**config.mk**
```make
export PLATFORM = sky130hd
export DESIGN_NAME = rf_write_arbiter
export DESIGN_NICKNAME = d
export VERILOG_FILES = /design/src/rtl/rf_write_arbiter.sv
export SDC_FILE = /design/constraint.sdc
export NUM_CORES = 1
export LEC_CHECK = 0
export BUFFER_PORTS_ARGS = -buffer_cell sky130_fd_sc_hd__clkbuf_2
export CAP_MARGIN = 0
export CORE_MARGIN = 2
export CORE_UTILIZATION = 50
export DETAILED_ROUTE_END_ITERATION = 6
export GPL_TIMING_DRIVEN = 0
export MAX_ROUTING_LAYER = met4
export PLACE_DENSITY = 0.93
export SYNTH_ARGS = -nofsm -noshare
export SYNTH_HDL_FRONTEND = slang
export SYNTH_SLANG_ARGS = --single-unit
```
**constraint.sdc**
```tcl
create_clock -name clock -period 2.25 [get_ports clock]
set_input_delay 0.3375 -clock clock [delete_from_list [all_inputs] [get_ports clock]]
set_output_delay 0.3375 -clock clock [all_outputs]
set_load 0.02 [all_outputs]
```
**src/rtl/rf_write_arbiter.sv**
```systemverilog
// Round-robin arbiter sharing the register-file write port between the ALU and MEM
// writeback paths, with a busy-bit scoreboard that holds off ALU writes to MEM-reserved registers.
module rf_write_arbiter #(
    parameter int XLEN = 32,
    parameter int AW   = 5
) (
    input  logic               clock,
    input  logic               resetn,
    input  logic               alu_valid,
    input  logic [AW-1:0]      alu_rd,
    input  logic [XLEN-1:0]    alu_data,
    output logic               alu_ready,
    input  logic               mem_valid,
    input  logic [AW-1:0]      mem_rd,
    input  logic [XLEN-1:0]    mem_data,
    output logic               mem_ready,
    input  logic               rsv_valid,
    input  logic [AW-1:0]      rsv_rd,
    output logic [2**AW-1:0]   busy,
    output logic               rf_regwrite,
    output logic [AW-1:0]      rf_rd,
    output logic [XLEN-1:0]    rf_writedata
);
    localparam int NREG = 2**AW;

    typedef enum logic {
        GRANT_ALU = 1'b0,
        GRANT_MEM = 1'b1
    } grant_t;

    grant_t            last_grant_reg;
    logic [NREG-1:0]   busy_reg;
    logic [NREG-1:0]   busy_next;
    logic              rf_regwrite_reg;
    logic [AW-1:0]     rf_rd_reg;
    logic [XLEN-1:0]   rf_writedata_reg;

    logic alu_elig;
    logic mem_elig;
    logic alu_grant;
    logic mem_grant;

    // ALU is held off while its destination awaits a MEM write; MEM is never blocked.
    always_comb begin
        alu_elig  = alu_valid & ~busy_reg[alu_rd];
        mem_elig  = mem_valid;
        alu_grant = alu_elig & (~mem_elig | (last_grant_reg == GRANT_MEM));
        mem_grant = mem_elig & (~alu_elig | (last_grant_reg == GRANT_ALU));
    end

    assign alu_ready = alu_grant;
    assign mem_ready = mem_grant;

    // x0 never becomes busy; for the rest a reservation outranks a same-cycle MEM clear.
    assign busy_next[0] = 1'b0;
    generate
        for (genvar gi = 1; gi < NREG; gi++) begin : g_busy
            assign busy_next[gi] = (rsv_valid && (rsv_rd == AW'(gi)))
                                 | (busy_reg[gi] & ~(mem_grant && (mem_rd == AW'(gi))));
        end
    endgenerate

    always_ff @(posedge clock or negedge resetn) begin
        if (!resetn) begin
            last_grant_reg   <= GRANT_MEM;
            busy_reg         <= '0;
            rf_regwrite_reg  <= 1'b0;
            rf_rd_reg        <= '0;
            rf_writedata_reg <= '0;
        end else begin
            busy_reg <= busy_next;
            if (alu_grant) begin
                last_grant_reg   <= GRANT_ALU;
                rf_regwrite_reg  <= (alu_rd != '0);
                rf_rd_reg        <= alu_rd;
                rf_writedata_reg <= alu_data;
            end else if (mem_grant) begin
                last_grant_reg   <= GRANT_MEM;
                rf_regwrite_reg  <= (mem_rd != '0);
                rf_rd_reg        <= mem_rd;
                rf_writedata_reg <= mem_data;
            end else begin
                rf_regwrite_reg  <= 1'b0;
            end
        end
    end

    assign busy         = busy_reg;
    assign rf_regwrite  = rf_regwrite_reg;
    assign rf_rd        = rf_rd_reg;
    assign rf_writedata = rf_writedata_reg;

endmodule

```
==> qor.txt, run 1 <==
DRC -> 0
Largest net degree at the start of global routing -> 38
Post-synth EDFFs -> 0
Drt first pass iters -> 5
Cell mode on critical path -> buf_8
Core Util, Final -> 0.685
Worst Hold Depth -> 3
Post-route setup slack -> -0.328 ns
Mapped Area -> 4140 µm²
CP Depth -> 9
Initial DRC count -> 297
Unrepaired setup endpoints after global routing -> true
Violated checks -> setup timing
I/O Buffers -> 152
Critical path class -> reg2out
Routed Antenna Nets -> 0
CTS tree -> built
Crit-path max cell delay -> 0.51 ns
Fraction of layout cells with a size suffix above 1 -> 0.385
Top Family by Delay on Critical Path -> multiplexers
Min Tclk post-route -> 2.58 ns
Worst Clk Skew -> 0.0110 ns
Via-to-Cell Ratio -> 6.25
Switching share of power -> 0.396
Worst EP arrival -> 2.24 ns
Sequential power share -> 0.383
Sw power -> 1.86 mW
Yosys top cell area share -> 0.417
Rows -> 33
First-pass GRT wire length -> 21600 µm
# IOs -> 156
Root Driver -> clkbuf_8
Die ar. -> 9020 µm²
Crit-path max FO -> 3
Vias in the first global route -> 4313
Per-cell routed wire length -> 19.9 µm
Endpoints failing setup -> 43
Worst Hold Class -> in2reg
Die width -> 95.0 µm
DR vias -> 4508
GP Congestion -> 0.974
Worst slew pin tran -> 0.687 ns
Post-synthesis register bit count -> 70
Status -> complete, but fails checks
Ant diodes -> 0
Clock Latency Late Sink -> 0.35 ns
Post-Syn Nets -> 522
Final nets -> 695
Logic gate share of total power -> 0.389
Synth area leaders -> dfrtp_1 42%, mux2i_1 10%, nand2_1 7.4%
Synth Warn # -> 0
P per Cell Area -> 840 nW/µm²
Final period util -> 1.15
Initial Utilization -> 0.509
Die span in y -> 95.0 µm
Routed wire length -> 14300 µm
Worst path required time -> 1.91 ns
Worst hold slack -> 0.260 ns
Max cap viols -> 0
Detailed placer's ending HPWL -> 10100 µm
Worst hold start -> mem_data[24]
Max FFs per register -> 32
Htree depth -> 3
Peak VDD IR -> 0.437 mV
# clock sinks -> 70
Crit path cell chain -> mux4_2, nor2b_4, o41ai_4, nand3b_4, o21ai_4, buf_6, buf_8, inv_2, buf_8
Grt ovf -> 0
Critical path launch point -> busy[13]$_DFF_PN0_
Top_reg_cell synth -> dfrtp_1
Seq/Total Area, Yosys -> 0.423
Int Power -> 2.83 mW
Cell variety after synth -> 48
GR Util All Layers -> 0.325
Worst reg2reg startpoint -> busy[13]$_DFF_PN0_
Core area -> 8130 µm²
LEAKAGE -> 2.63 nW
Relative slew slack -> 0.540
Mapped Cells -> 438
Fmax -> 0.388 GHz
Clk pin slew, worst setup/hold paths -> 0.08 ns
Syn_area_per_cell -> 9.45 µm²
Hold Vio Cnt, Final -> 0
Initial antenna violation count -> 0
Pre-CTS setup slack -> -0.428 ns
CP Capture Type -> output pin
Worst path slowest cell -> mux4_2
Worst setup SP type -> flop
WP buf/inv -> 4
Cell count of the worst reg-to-reg path -> 10
Clock share of power -> 0.228
Yosys top cell by area -> dfrtp_1
Total CTS buffers -> 9
Area delta synth->final -> 34.6%
Max Root-Sink Buffers -> 2
Slew Limit Fails -> 0
Async set-reset flop share out of synthesis -> 1.00
cell usage after synthesis (4+ instances only):
library cell,number
o32ai_1,32
nand3_1,17
o31ai_1,4
o21ai_0,19
buf_6,6
buf_4,6
mux4_2,5
nor2b_1,10
buf_8,4
mux2i_1,42
clkbuf_1,14
a211oi_1,4
o21ai_1,9
nor3_1,15
dfrtp_1,69
nor2_1,16
a21oi_1,37
nand2_1,82
nor3b_1,4
power by group through the flow:
stage | registers, mW | logic (mW) | clock network (mW)
floorplan | 2.07 | 0.723 | 0
global placement | 1.78 | 1.60 | 0
detailed placement | 1.80 | 1.65 | 0
CTS | 1.77 | 1.74 | 1.08
global route | 1.83 | 1.95 | 1.14
finish | 1.80 | 1.82 | 1.07
path summary, 6_finish.rpt:
kind / slack (ns) / endpoint
max: -0.33 / mem_ready
min: 0.26 / rf_writedata[24]$_DFFE_PN0P_
max reg2reg: -0.17 / rf_writedata[0]$_DFFE_PN0P_
min reg2reg: 0.53 / busy[8]$_DFF_PN0_
max in group asynchronous: 1.08 / last_grant_reg$_DFFE_PN1P_
min in group asynchronous: 0.54 / rf_writedata[4]$_DFFE_PN0P_
layer usage:
layer / vias up / global-route usage / routed length [µm]
met5: - / - / 0
met3: 54 / 0.0934 / 1530
li1: 1964 / - / -
met1: 2140 / 0.369 / 5240
met2: 350 / 0.527 / 7070
met4: 0 / 0.159 / 482
repair_timing:
| item | 4_1_cts | 5_1_grt |
|---|---|---|
| pin swaps | 3 | 0 |
| cloned | 0 | 0 |
| hold endpoints to repair | 25 | 0 |
| hold buffers | 1 | 0 |
| gates resized for setup | 28 | 21 |
| setup endpoints to repair | 48 | 65 |
| buffers inserted | 7 | 2 |
logic make-up after synthesis:
family	Yosys count	share of synthesized area
buffers and inverters	40	0.0644
and+or+nand+nor	157	0.177
DFF	70	0.423
AOI/OAI and AO/OA	119	0.193
other	1	0.000906
muxes	51	0.141
worst register-to-register path: cells and delay by family, from the launching register on:
kind                   cells  cell delay (ns)
AO/OA/AOI/OAI              4             0.53
buffers and inverters      3             0.52
multiplexers               1             0.51
flip-flops                 1             0.42
AND/OR/NAND/NOR            2             0.36
layout by cell type, fill, tap and decap left out, drive strengths merged, types with 3 or more instances in the layout:
| master | Yosys | final |
|---|---|---|
| nor2b | 10 | 10 |
| mux4 | 5 | 5 |
| mux2i | 42 | 42 |
| o21ai | 29 | 29 |
| a211oi | 4 | 4 |
| a21oi | 37 | 37 |
| nor2 | 16 | 16 |
| nand2b | 4 | 4 |
| o31ai | 4 | 4 |
| clkbuf | 14 | 176 |
| clkinv | 2 | 3 |
| clkinvlp | 0 | 3 |
| o32ai | 32 | 32 |
| nand2 | 83 | 83 |
| mux2 | 4 | 4 |
| nor3 | 15 | 15 |
| o41ai | 4 | 4 |
| nand3 | 17 | 17 |
| buf | 22 | 32 |
| nor3b | 4 | 4 |
| dfrtp | 69 | 69 |
per-stage QoR:
| step | std cells | TNS [ns] | area [µm²] | power [mW] |
|---|---|---|---|---|
| finish | 721 | -4.04 | 5570 | 4.68 |
| global route | 721 | -7.86 | 5570 | 4.91 |
| CTS | 719 | -1.46 | 5460 | 4.59 |
| detailed placement | 696 | -10.88 | 5060 | 3.44 |
| global placement | 695 | -6.38 | 5040 | 3.38 |
| floorplan | 438 | 0 | 4140 | 2.79 |
area by class of cell:
class	count	area, µm²
timing repair buffer	163	885
multi-input combinational	328	2310
buffer	35	270
fill	657	2560
clock buffer	11	151
inverter	4	15.0
clock inverter	5	57.6
sequential	70	1750
tap	105	131
No activity file was read; power rests on OpenSTA's default activity.
==> inputs of run 2 (changes only) <==
CORE_UTILIZATION = 54   (was 50)
PLACE_DENSITY = 0.95   (was 0.93)
clock period = 3.2 ns   (was 2.25 ns; I/O delays follow)
==> run 2 against run 1 <==
Against the previous run: the flow now finishes without violations; sequential power is 31% lower; combinational power is 36% lower; clock skew is 0.0012 ns lower; first-iteration DRC count is 10% lower; non-clock buffer count is 9 lower; worst hold slack better by 0.13 ns; power is 35% lower; flip-flop and latch count stayed put.
==> qor.txt, run 2 (same netlist as run 1, synthesis figures left out) <==
Routed Antenna Nets -> 0 (unchanged)
Status -> finished clean (was complete, but fails checks)
Initial DRC count -> 266 (was 297)
Logic gate share of total power -> 0.385 (was 0.389)
Int Power -> 1.80 mW (was 2.83 mW)
Root Driver -> clkbuf_8 (unchanged)
Unrepaired setup endpoints after global routing -> false (was true)
GR Util All Layers -> 0.326 (was 0.325)
Worst EP arrival -> 2.39 ns (was 2.24 ns)
R2R Path End -> rf_writedata[8]$_DFFE_PN0P_ (was rf_writedata[0]$_DFFE_PN0P_)
DRC -> 0 (unchanged)
Area delta synth->final -> 26.0% (was 34.6%)
Die ar. -> 8380 µm² (was 9020 µm²)
Crit-path max FO -> 8 (was 3)
# IOs -> 156 (unchanged)
Hold Vio Cnt, Final -> 0 (unchanged)
Via-to-Cell Ratio -> 6.12 (was 6.25)
DR vias -> 4317 (was 4508)
Setup Total Neg Slack -> 0 ns (was -4.04 ns)
Routed wire length -> 13400 µm (was 14300 µm)
Grt ovf -> 0 (unchanged)
Clock Latency Late Sink -> 0.36 ns (was 0.35 ns)
Final period util -> 0.895
# clock sinks -> 70 (unchanged)
Peak VDD IR -> 0.293 mV (was 0.437 mV)
Worst Hold Class -> in2reg (unchanged)
Worst slew pin tran -> 0.658 ns (was 0.687 ns)
Worst setup SP type -> flop (unchanged)
CP Capture Type -> output pin (unchanged)
Min Tclk post-route -> 2.87 ns
Buffer count from post-CTS setup fixing -> 0 (was 7)
Slew Limit Fails -> 0 (unchanged)
Drt first pass iters -> 6 (was 5)
Sequential power share -> 0.413 (was 0.383)
WHS Endpoint -> rf_writedata[13]$_DFFE_PN0P_ (was rf_writedata[24]$_DFFE_PN0P_)
Critical path class -> reg2out (unchanged)
Cell count of the worst reg-to-reg path -> 9 (was 10)
Sw power -> 1.23 mW (was 1.86 mW)
GP Congestion -> 0.976 (was 0.974)
Per-cell routed wire length -> 19.0 µm (was 19.9 µm)
First-pass GRT wire length -> 21000 µm (was 21600 µm)
Relative slew slack -> 0.561 (was 0.540)
LEAKAGE -> 2.51 nW (was 2.63 nW)
Initial Utilization -> 0.565 (was 0.509)
CTS tree -> built (unchanged)
CTS resizes -> 0 (was 28)
R2r setup slk -> 0.81 ns (was -0.17 ns)
Worst hold start -> mem_data[13] (was mem_data[24])
Clk pin slew, worst setup/hold paths -> 0.08 ns (about the same)
Worst reg2reg startpoint -> busy[13]$_DFF_PN0_ (unchanged)
Detailed placer's ending HPWL -> 9980 µm (was 10100 µm)
Max cap viols -> 0 (unchanged)
Max FFs per register -> 32 (unchanged)
Endpoints failing setup -> 0 (was 43)
Ant diodes -> 0 (unchanged)
Final nets -> 686 (was 695)
Vias in the first global route -> 4195 (was 4313)
Worst Hold Depth -> 3 (unchanged)
Worst Clk Skew -> 0.00989 ns (was 0.0110 ns)
Rows -> 31 (was 33)
Switching share of power -> 0.407 (was 0.396)
Commonest non-fill, non-tap cell in the layout -> clkbuf_2 (unchanged)
Core area -> 7330 µm² (was 8130 µm²)
Commonest non-fill, non-tap cells in the layout -> 151 x clkbuf_2, 82 x nand2_1, 69 x dfrtp_1 (was 150 x clkbuf_2, 82 x nand2_1, 68 x dfrtp_1)
Clock share of power -> 0.202 (was 0.228)
Fmax -> 0.349 GHz
Largest net degree at the start of global routing -> 68 (was 38)
Htree depth -> 3 (unchanged)
P per Cell Area -> 581 nW/µm² (was 840 nW/µm²)
Fraction of layout cells with a size suffix above 1 -> 0.333 (was 0.385)
Initial antenna violation count -> 0 (unchanged)
Core Util, Final -> 0.711 (was 0.685)
Die span in y -> 91.6 µm (was 95.0 µm)
Max Root-Sink Buffers -> 2 (unchanged)
I/O Buffers -> 152 (unchanged)
Worst path required time -> 2.72 ns (was 1.91 ns)
Die width -> 91.6 µm (was 95.0 µm)
Total CTS buffers -> 9 (unchanged)
## run 2: area by class of cell
type                    count  area, µm²
plain buffers              35        246
clock buffers              10        128
clock inverters             5       27.5
fillers                   570       2120
inverters                   4       15.0
multi-input cells         328       2120
flip-flops and latches     70       1750
well taps                  99        124
repair buffers            154        801
## run 2: routing by layer
metal,GRT usage,routed length (µm),vias to the layer above
met4,0.155,484,0
li1,-,-,1945
met1,0.400,5240,2044
met2,0.528,6480,280
met5,-,0,-
met3,0.0531,1170,48
## run 2: worst max path at each step
stage / cells after the start / slack [ns] / start / endpoint
6_report: 8 / 0.33 / busy[13]$_DFF_PN0_ / alu_ready
5_1_grt: 8 / 0.20 / busy[13]$_DFF_PN0_ / mem_ready
2_1_floorplan: 9 / 0.72 / alu_rd[1] / alu_ready
3_5_place_dp: 11 / 0.24 / alu_rd[2] / mem_ready
4_1_cts: 9 / 0.13 / busy[13]$_DFF_PN0_ / mem_ready
3_3_place_gp: 11 / 0.28 / alu_rd[2] / mem_ready
## run 2: repair_timing
action                     in CTS  in global routing
hold endpoints to repair        3                  0
hold buffers                    1                  0
setup endpoints to repair       0                  1
## run 2: power groups by stage
stage / Combinational (mW) / Sequential, mW / Clock [mW]
3_3_place_gp: 1.13 / 1.25 / 0
5_1_grt: 1.25 / 1.27 / 0.655
6_report: 1.17 / 1.25 / 0.613
3_5_place_dp: 1.16 / 1.26 / 0
4_1_cts: 1.16 / 1.25 / 0.614
2_1_floorplan: 0.508 / 1.45 / 0
## run 2: worst max-delay path, stage by stage, from the launching register on
cell	delay, ns
dfrtp_1	0.41
mux4_2	0.47
nor2b_1	0.21
o41ai_2	0.12
nand3b_4	0.19
nand2b_4	0.15
buf_8	0.14
nor2_1	0.13
clkbuf_2	0.20
## run 2: stage by stage
step                      total power [mW]  instances  cell area [µm²]  worst slack, ns  hold slack [ns]
after floorplan                       1.96        438             4140            0.725            0.184
after global placement                2.37        689             5020            0.284            0.511
after detailed placement              2.42        690             5050            0.237            0.317
after CTS                             3.02        706             5220            0.133            0.385
after global routing                  3.17        705             5220            0.205            0.407
final                                 3.03        705             5220            0.335            0.391
